--- config.mk ---
export PLATFORM = sky130hd
export DESIGN_NAME = fifo_wr_arbiter
export DESIGN_NICKNAME = d
export VERILOG_FILES = /design/src/rtl/fifo_wr_arbiter_pkg.sv /design/src/rtl/fifo_wr_arbiter_rr_arbiter.sv /design/src/rtl/fifo_wr_arbiter.sv
export SDC_FILE = /design/constraint.sdc
export NUM_CORES = 1
export LEC_CHECK = 0
export CAP_MARGIN = 20
export CORE_UTILIZATION = 42
export CTS_BUF_LIST = sky130_fd_sc_hd__clkbuf_2 sky130_fd_sc_hd__clkbuf_4 sky130_fd_sc_hd__clkbuf_8
export DETAILED_ROUTE_END_ITERATION = 8
export PLACE_DENSITY_LB_ADDON = 0.15
export SYNTH_ARGS = -nofsm -noshare
export SYNTH_HDL_FRONTEND = slang
export SYNTH_HIERARCHICAL = 1
export SYNTH_SLANG_ARGS = --single-unit
--- constraint.sdc ---
create_clock -name clk -period 2.73 [get_ports clk]
set_input_delay 0.546 -clock clk [delete_from_list [all_inputs] [get_ports clk]]
set_output_delay 0.546 -clock clk [all_outputs]
set_load 0.02 [all_outputs]
--- src/rtl/fifo_wr_arbiter_pkg.sv ---
// ============================================================================
// Module      : fifo_wr_arbiter_pkg
// Description : Shared types and constants for the FIFO write-port arbiter.
// Revision    : 1.0 - initial release
// ============================================================================
`default_nettype none

package fifo_wr_arbiter_pkg;

    localparam int ARB_N_REQ      = 4;
    localparam int ARB_FIFO_WIDTH = 16;
    localparam int ARB_STALL_W    = 16;

    typedef enum logic [1:0] {
        IDLE  = 2'd0,
        GRANT = 2'd1,
        STALL = 2'd2
    } arb_state_e;

endpackage : fifo_wr_arbiter_pkg

`default_nettype wire

--- src/rtl/fifo_wr_arbiter_rr_arbiter.sv ---
// ============================================================================
// Module      : rr_arbiter
// Description : Combinational round-robin pick: masked then unmasked priority encode.
// Revision    : 1.0 - initial release
// ============================================================================
`default_nettype none

module rr_arbiter #(
    parameter int N_REQ = 4,
    parameter int PTR_W = $clog2(N_REQ)
) (
    input  logic [N_REQ-1:0] req,
    input  logic [PTR_W-1:0] rr_ptr,
    output logic [N_REQ-1:0] win_onehot,
    output logic [PTR_W-1:0] win_idx
);

    logic [N_REQ-1:0] w_mask;
    logic [N_REQ-1:0] w_masked;

    // Requests at or above the pointer get first choice; below it only on wrap.
    for (genvar i = 0; i < N_REQ; i++) begin : g_mask
        assign w_mask[i] = (PTR_W'(i) >= rr_ptr);
    end

    assign w_masked = req & w_mask;

    always_comb begin
        win_idx    = '0;
        win_onehot = '0;
        if (|w_masked) begin
            for (int i = N_REQ - 1; i >= 0; i--) begin
                if (w_masked[i]) begin
                    win_idx = PTR_W'(i);
                end
            end
        end else begin
            for (int i = N_REQ - 1; i >= 0; i--) begin
                if (req[i]) begin
                    win_idx = PTR_W'(i);
                end
            end
        end
        if (|req) begin
            win_onehot[win_idx] = 1'b1;
        end
    end

endmodule : rr_arbiter

`default_nettype wire

--- src/rtl/fifo_wr_arbiter.sv ---
// ============================================================================
// Module      : fifo_wr_arbiter
// Description : Round-robin sharing of the FIFO write port with flow control,
//               protocol error flag and saturating back-pressure counter.
// Revision    : 1.0 - initial release
// ============================================================================
`default_nettype none

module fifo_wr_arbiter
    import fifo_wr_arbiter_pkg::*;
#(
    parameter int N_REQ      = ARB_N_REQ,
    parameter int FIFO_WIDTH = ARB_FIFO_WIDTH,
    parameter int STALL_W    = ARB_STALL_W
) (
    input  logic                        clk,
    input  logic                        rst_n,
    input  logic                        en,
    input  logic [N_REQ-1:0]            req,
    input  logic [N_REQ*FIFO_WIDTH-1:0] req_data,
    output logic [N_REQ-1:0]            gnt,
    output logic                        wr_en,
    output logic [FIFO_WIDTH-1:0]       data_in,
    input  logic                        full,
    input  logic                        almostfull,
    input  logic                        wr_ack,
    input  logic                        overflow,
    input  logic                        err_clr,
    output logic                        err,
    output logic [STALL_W-1:0]          stall_cnt
);

    localparam int PTR_W = $clog2(N_REQ);

    arb_state_e              r_state;
    logic [PTR_W-1:0]        r_rr_ptr;
    logic [N_REQ-1:0]        r_gnt;
    logic                    r_wr_en;
    logic                    r_wr_pend;
    logic [FIFO_WIDTH-1:0]   r_data_in;
    logic                    r_err;
    logic [STALL_W-1:0]      r_stall_cnt;

    logic [N_REQ-1:0]        w_win_onehot;
    logic [PTR_W-1:0]        w_win_idx;
    logic [PTR_W-1:0]        w_next_ptr;
    logic [FIFO_WIDTH-1:0]   w_win_data;
    logic                    w_issue;
    logic                    w_blocked;
    logic                    w_err_set;

    rr_arbiter #(
        .N_REQ (N_REQ),
        .PTR_W (PTR_W)
    ) u_rr_arbiter (
        .req        (req),
        .rr_ptr     (r_rr_ptr),
        .win_onehot (w_win_onehot),
        .win_idx    (w_win_idx)
    );

    // A write already in flight against almostfull fills the FIFO, so hold off.
    assign w_issue    = en && (|req) && !full && !(r_wr_en && almostfull);
    assign w_blocked  = en && (|req) && !w_issue;
    assign w_win_data = req_data[w_win_idx*FIFO_WIDTH +: FIFO_WIDTH];
    assign w_next_ptr = (w_win_idx == PTR_W'(N_REQ - 1)) ? '0 : w_win_idx + 1'b1;

    assign w_err_set  = (r_wr_pend && !wr_ack) || (overflow && (r_wr_en || r_wr_pend));

    always_ff @(posedge clk or negedge rst_n) begin
        if (!rst_n) begin
            r_state     <= IDLE;
            r_rr_ptr    <= '0;
            r_gnt       <= '0;
            r_wr_en     <= 1'b0;
            r_data_in   <= '0;
            r_stall_cnt <= '0;
        end else begin
            r_gnt   <= '0;
            r_wr_en <= 1'b0;
            // Every state follows the same issue/blocked/idle decision.
            case (r_state)
                IDLE, GRANT, STALL: begin
                    if (w_issue) begin
                        r_state   <= GRANT;
                        r_gnt     <= w_win_onehot;
                        r_wr_en   <= 1'b1;
                        r_data_in <= w_win_data;
                        r_rr_ptr  <= w_next_ptr;
                    end else if (w_blocked) begin
                        r_state <= STALL;
                        if (r_stall_cnt != {STALL_W{1'b1}}) begin
                            r_stall_cnt <= r_stall_cnt + 1'b1;
                        end
                    end else begin
                        r_state <= IDLE;
                    end
                end
                default: begin
                    r_state <= IDLE;
                end
            endcase
        end
    end

    always_ff @(posedge clk or negedge rst_n) begin
        if (!rst_n) begin
            r_wr_pend <= 1'b0;
            r_err     <= 1'b0;
        end else begin
            r_wr_pend <= r_wr_en;
            if (w_err_set) begin
                r_err <= 1'b1;
            end else if (err_clr) begin
                r_err <= 1'b0;
            end
        end
    end

    assign gnt       = r_gnt;
    assign wr_en     = r_wr_en;
    assign data_in   = r_data_in;
    assign err       = r_err;
    assign stall_cnt = r_stall_cnt;

    a_gnt_onehot : assert property (@(posedge clk) disable iff (!rst_n) $onehot0(r_gnt));
    a_wr_not_full: assert property (@(posedge clk) disable iff (!rst_n) r_wr_en |-> !full);
    a_state_wr   : assert property (@(posedge clk) disable iff (!rst_n) r_wr_en == (r_state == GRANT));

    for (genvar i = 0; i < N_REQ; i++) begin : g_sva_gnt
        a_gnt_req: assert property (@(posedge clk) disable iff (!rst_n) r_gnt[i] |-> $past(req[i]));
    end

endmodule : fifo_wr_arbiter

`default_nettype wire

Word level (Yosys, flattened, before mapping)
Index checks and enable logic that the tools add are counted.

Logic and storage cells: 66. Latch bits: 0. Bits of input ports: 76. Memories: 0. ROM bits: 0. Bits in writable memories: 0. Output and inout bits: 38. Flip-flop bits (word level): 43.

Add/subtract/negate cells: 2. $lt $le $gt $ge: 6. Shifts and indexed selects: 1. Equal/unequal tests: 4. Bitwise logic cells: 2. Reduce and logical (&&, ||, !) cells: 21. Divide/modulo/power cells: 0. Mux-type cells: 22. Multiply operators: 0.

Operator list (number): 64-bit by 7-bit indexed part select with 16-bit output (1); 2-bit two-way mux (13); 16-bit by 1-bit adder with 16-bit output (second input constant) (1); 16-bit inequality test (second input constant) (1); 4-bit two-way mux (3); 1-bit logical AND (8); 4-bit OR reduction (2); 1-bit two-way mux (5); 4-bit bitwise AND (1); 2-bit equality test (second input constant) (2); 1-bit by 2-bit >= comparator with 1-bit output (first input constant) (2); 2-bit >= comparator (first input constant) (2); 1-bit zero test (4); 4-bit AND reduction (1); 2-bit by 3-bit less-than comparator with 1-bit output (second input constant) (1); 3-bit OR reduction (1); 2-bit by 1-bit adder with 2-bit output (second input constant) (1); 1-bit demux with 2-bit select (1); 2-bit by 1-bit equality test with 1-bit output (second input constant) (1); 2-bit by 1-bit >= comparator with 1-bit output (second input constant) (1); 2-bit zero test (1); 1-bit logical OR (2); 2-bit AND reduction (1); 2-bit nonzero test (1); 1-bit inverter (1).

Logic depth before layout (Yosys ltp)
Gate-level depths: netlist (run 1).

Word-level depth: 14. Gate-level depth with buffers: 7. Mapped depth without buffers: 6.

Cells and area by module
The synthesis (run 1) kept the hierarchy.

Modules (own cells, without submodules): fifo_wr_arbiter (sequential area each 1051.0 um2, instances 1, area each 2157.1 um2, cells each 151); rr_arbiter (sequential area each 0.0 um2, instances 1, area each 181.4 um2, cells each 26).

Least setup slack after synthesis (run 1)
Ideal clock, no wire load.

Path kind: in2reg. Start point: in req[3]. End point: reg r_data_in[0] (netlist: data_in[0]). Path buffers: 3. Setup slack: 0.456 ns. Library setup time: 0.125 ns. Data arrival time: 2.149 ns. Required time: 2.605 ns. Stages on the path: 7. Cell sequence: buf_6 o21ai_2 a221oi_2 buf_4 buf_6 mux4_2 mux2_2.

Cells in the longest elaborated chain, start to end: 7. Elaborated cells between the ends (all ways): 17. Those cells by class: 1 x shift; 9 x mux; 1 x bitwise; 6 x reduce/logical.

Ends and longest elaborated chain: start: declaration (RTL line fifo_wr_arbiter.sv:19) `input logic [N_REQ-1:0] req,`; 4-bit bitwise AND (RTL line fifo_wr_arbiter_rr_arbiter.sv:26) `assign w_masked = req & w_mask;`; 2-bit two-way mux (4 in series) (RTL line fifo_wr_arbiter_rr_arbiter.sv:33) `if (w_masked[i]) begin`; 2-bit two-way mux * (RTL line fifo_wr_arbiter_rr_arbiter.sv:31) `if (|w_masked) begin`; net w_win_idx[0] (RTL line fifo_wr_arbiter.sv:45) `logic [PTR_W-1:0] w_win_idx;`; 64-bit by 7-bit indexed part select with 16-bit output * (RTL line fifo_wr_arbiter.sv:65) `assign w_win_data = req_data[w_win_idx*FIFO_WIDTH +: FIFO_WIDTH];`; end signal: assignment (RTL line fifo_wr_arbiter.sv:88) `r_data_in <= w_win_data;`; end: declaration (RTL line fifo_wr_arbiter.sv:40) `logic [FIFO_WIDTH-1:0] r_data_in;`.

The timed path passes the listed nets; every way through them passes the cells marked *. A chain may end at the register's enable or synchronous reset.

Final worst setup path (run 1)
Start point: in req[3]. End point: reg r_data_in[9] (netlist: data_in[9]).

Same word-level chain as after synthesis.

==> results of run 1 <==
[through the flow]
| step | cells | total power [mW] | setup slack [ns] |
|---|---|---|---|
| after floorplan | 177 | 1.80 | 0.456 |
| after global placement | 361 | 2.42 | 0.0719 |
| after detailed placement | 361 | 2.45 | 0.0172 |
| after CTS | 369 | 2.96 | 0.337 |
| after global routing | 369 | 3.10 | 0.264 |
| final | 369 | 2.92 | 0.350 |
[sequential cells by signal (all words and copies together) (netlist names)]
register and count:
stall_cnt 16, wr_en 1, err 1, r_rr_ptr 2, data_in 16, gnt 4
r_wr_pend 1, r_state 1
[critical path: stages]
cell,delay (ns)
clkdlybuf4s50_1,0.56
o21ai_2,0.10
a221oi_4,0.33
buf_12,0.22
mux4_2,0.53
mux2_2,0.27
[layout make-up]
cell class / count / area (sq um)
tap: 70 / 87.6
timing repair buffer: 121 / 1220
multi-input combinational: 121 / 1210
fill: 399 / 1520
inverter: 7 / 26.3
clock buffer: 6 / 76.3
sequential: 42 / 1050
clock inverter: 2 / 37.5
[how the worst max path moves through the flow]
| stage | startpoint | end | slack, ns | depth (start not counted) |
|---|---|---|---|---|
| floorplan | req[3] | data_in[0] | 0.46 | 7 |
| global placement | req[3] | data_in[9] | 0.07 | 6 |
| detailed placement | req[3] | data_in[9] | 0.02 | 6 |
| CTS | req[3] | data_in[9] | 0.34 | 6 |
| global route | req[3] | data_in[2] | 0.26 | 6 |
| finish | req[3] | data_in[9] | 0.35 | 6 |
[where the power goes]
group	switching (mW)	total, mW	leakage [nW]	internal, mW
logic	0.618	1.44	0.947	0.823
registers	0.167	0.980	0.527	0.813
clock network	0.214	0.497	0.0548	0.283
[metal layers]
metal,vias up,track usage [%]
li1,913,-
met1,903,25.1
met2,65,34.7
met3,11,4.55
met4,0,7.69
met5,-,0
[cell families after synthesis]
family / after synthesis / synth area share (%)
mux: 34 / 24.0
buf+inv: 14 / 3.74
flops: 42 / 44.9
fa+ha+maj: 2 / 1.07
simple gates: 51 / 14.6
compound gates: 22 / 7.12
xor+xnor: 12 / 4.49
[cell usage in the layout (no fill, tap or decap), types with 2 or more instances in the layout]
master / netlist / routed
clkdlybuf4s50_1: 0 / 112
dfrtp_1: 42 / 42
mux2_2: 17 / 17
mux4_2: 16 / 16
nand2_1: 11 / 11
xnor2_1: 9 / 9
a21oi_1: 7 / 7
nand4_1: 7 / 7
inv_1: 6 / 6
nor2_1: 6 / 6
nand3_1: 6 / 6
clkbuf_8: 0 / 5
buf_4: 1 / 5
and2_1: 4 / 4
xor2_1: 3 / 3
buf_12: 0 / 3
and4_1: 2 / 2
nor3_1: 2 / 2
ha_1: 2 / 2
o21ai_2: 2 / 2
nand2b_1: 2 / 2
o211a_1: 2 / 2
o21a_1: 2 / 2
==> summary.txt, run 1 <==
HP Class: in2async
Final Hold Viols: 0
Die Wd: 76.6 microns
Tot GR Track Use: 20.4%
initial antenna violation count: 0
antenna diode count: 0
top-count cell post-synth: dfrtp_1
Die ar.: 5870 sq um
Residual DRC: 0
post-synthesis cell count: 177
GRT overflow: 0
Clock transition at path regs: 0.08 ns
post-DP HPWL: 4.29 mm
total wire length: 5.48 mm
Final Skew: 0.00796 ns
worst hold margin: 0.385 ns
Clock Tree Buf Depth: 2
via count: 1892
largest cells by area after synthesis: dfrtp_1 (45%), mux4_2 (15%), mux2_2 (8.2%), xnor2_1 (3.4%), buf_6 (1.9%)
DIE HEIGHT: 76.6 microns
MaxCap Viol Count: 0
most used flip-flop cell after synthesis: dfrtp_1
htree depth: 2
fraction of layout cells with a size suffix above 1: 21.4%
post-synth top area share: 44.9%
Worst EP required: 2.91 ns
number of distinct library cells after synthesis: 44
root buf cell: clkbuf_8
Fmax: 420 MHz
Initial Util: 44.6%
Post-DRT Antenna Nets: 0
Syn-to-layout area delta: 58.8%
Design Area, Final: 3710 sq um
wire length on met2: 2.88 mm
CTS tree: yes
routed wl met3: 239 microns
Max FO, Critical Path: 18
asr flop ratio synth: 100%
postcts setup bufs: 0
Hold Buf Count CTS: 0
R2R Setup Slk: 0.54 ns
RSZ-0062 raised after global routing: false
Startpoint Class: input port
Pwr Density: 786 nW/um^2
routed len/inst: 14.9 microns
Leak: 1.53 nW
WL met1: 2.24 mm
Post-synth EDFFs: 0
WS Path Type: in2reg
largest net degree at the start of global routing: 43
Post-Syn Nets: 255
Core ar.: 5240 sq um
# rows: 26
Crit. End Element: flip-flop
Initial DRC Count: 51
vias in the first global route: 1926
Clock Latency Late Sink: 0.29 ns
Reg2Reg Capture Point: data_in[9]
Num CTS Buffers: 5
DR top layer: met4
post-synthesis instance area: 2340 sq um
clock sink count: 42
I/O pin count: 114
Worst-Margin Slew: 0.939 ns
register area share after synthesis: 44.9%
Peak VDD IR: 0.495 mV
status: complete, no violations
first-pass GRT wire length: 9.30 mm
worst r2r src: r_rr_ptr[0]
reg2reg path depth: 6
Worst Path Arrival: 2.56 ns
Synth area leader: dfrtp_1
placed instance area: 3600 sq um
Port Buf Inserts: 113
post-layout net count: 376
Slew Viols, Final: 0
Final Cycle Share: 87.2%
vias per cell: 5.13
Setup TNS: 0 ns
top post-synthesis cells by count: dfrtp_1 (42), mux2_2 (17), mux4_2 (16)
flops & latches, synth: 42
Placer Congestion: 0.807
yosys warns: 6
post-CTS sizing: 0
DRT Pass-1 Iters: 4
Slew HR: 37.4%
post-layout util: 70.9%
average size of a mapped cell: 13.2 sq um
Period minus WS final: 2.38 ns
final setup fails: 0
Power figures use the tool's default switching activity.
==> inputs of run 2 (changes only) <==
- SKIP_LAST_GASP: default -> 1
==> results of run 2 <==
The final DEF is identical to that of run 1; final timing and power are the same.
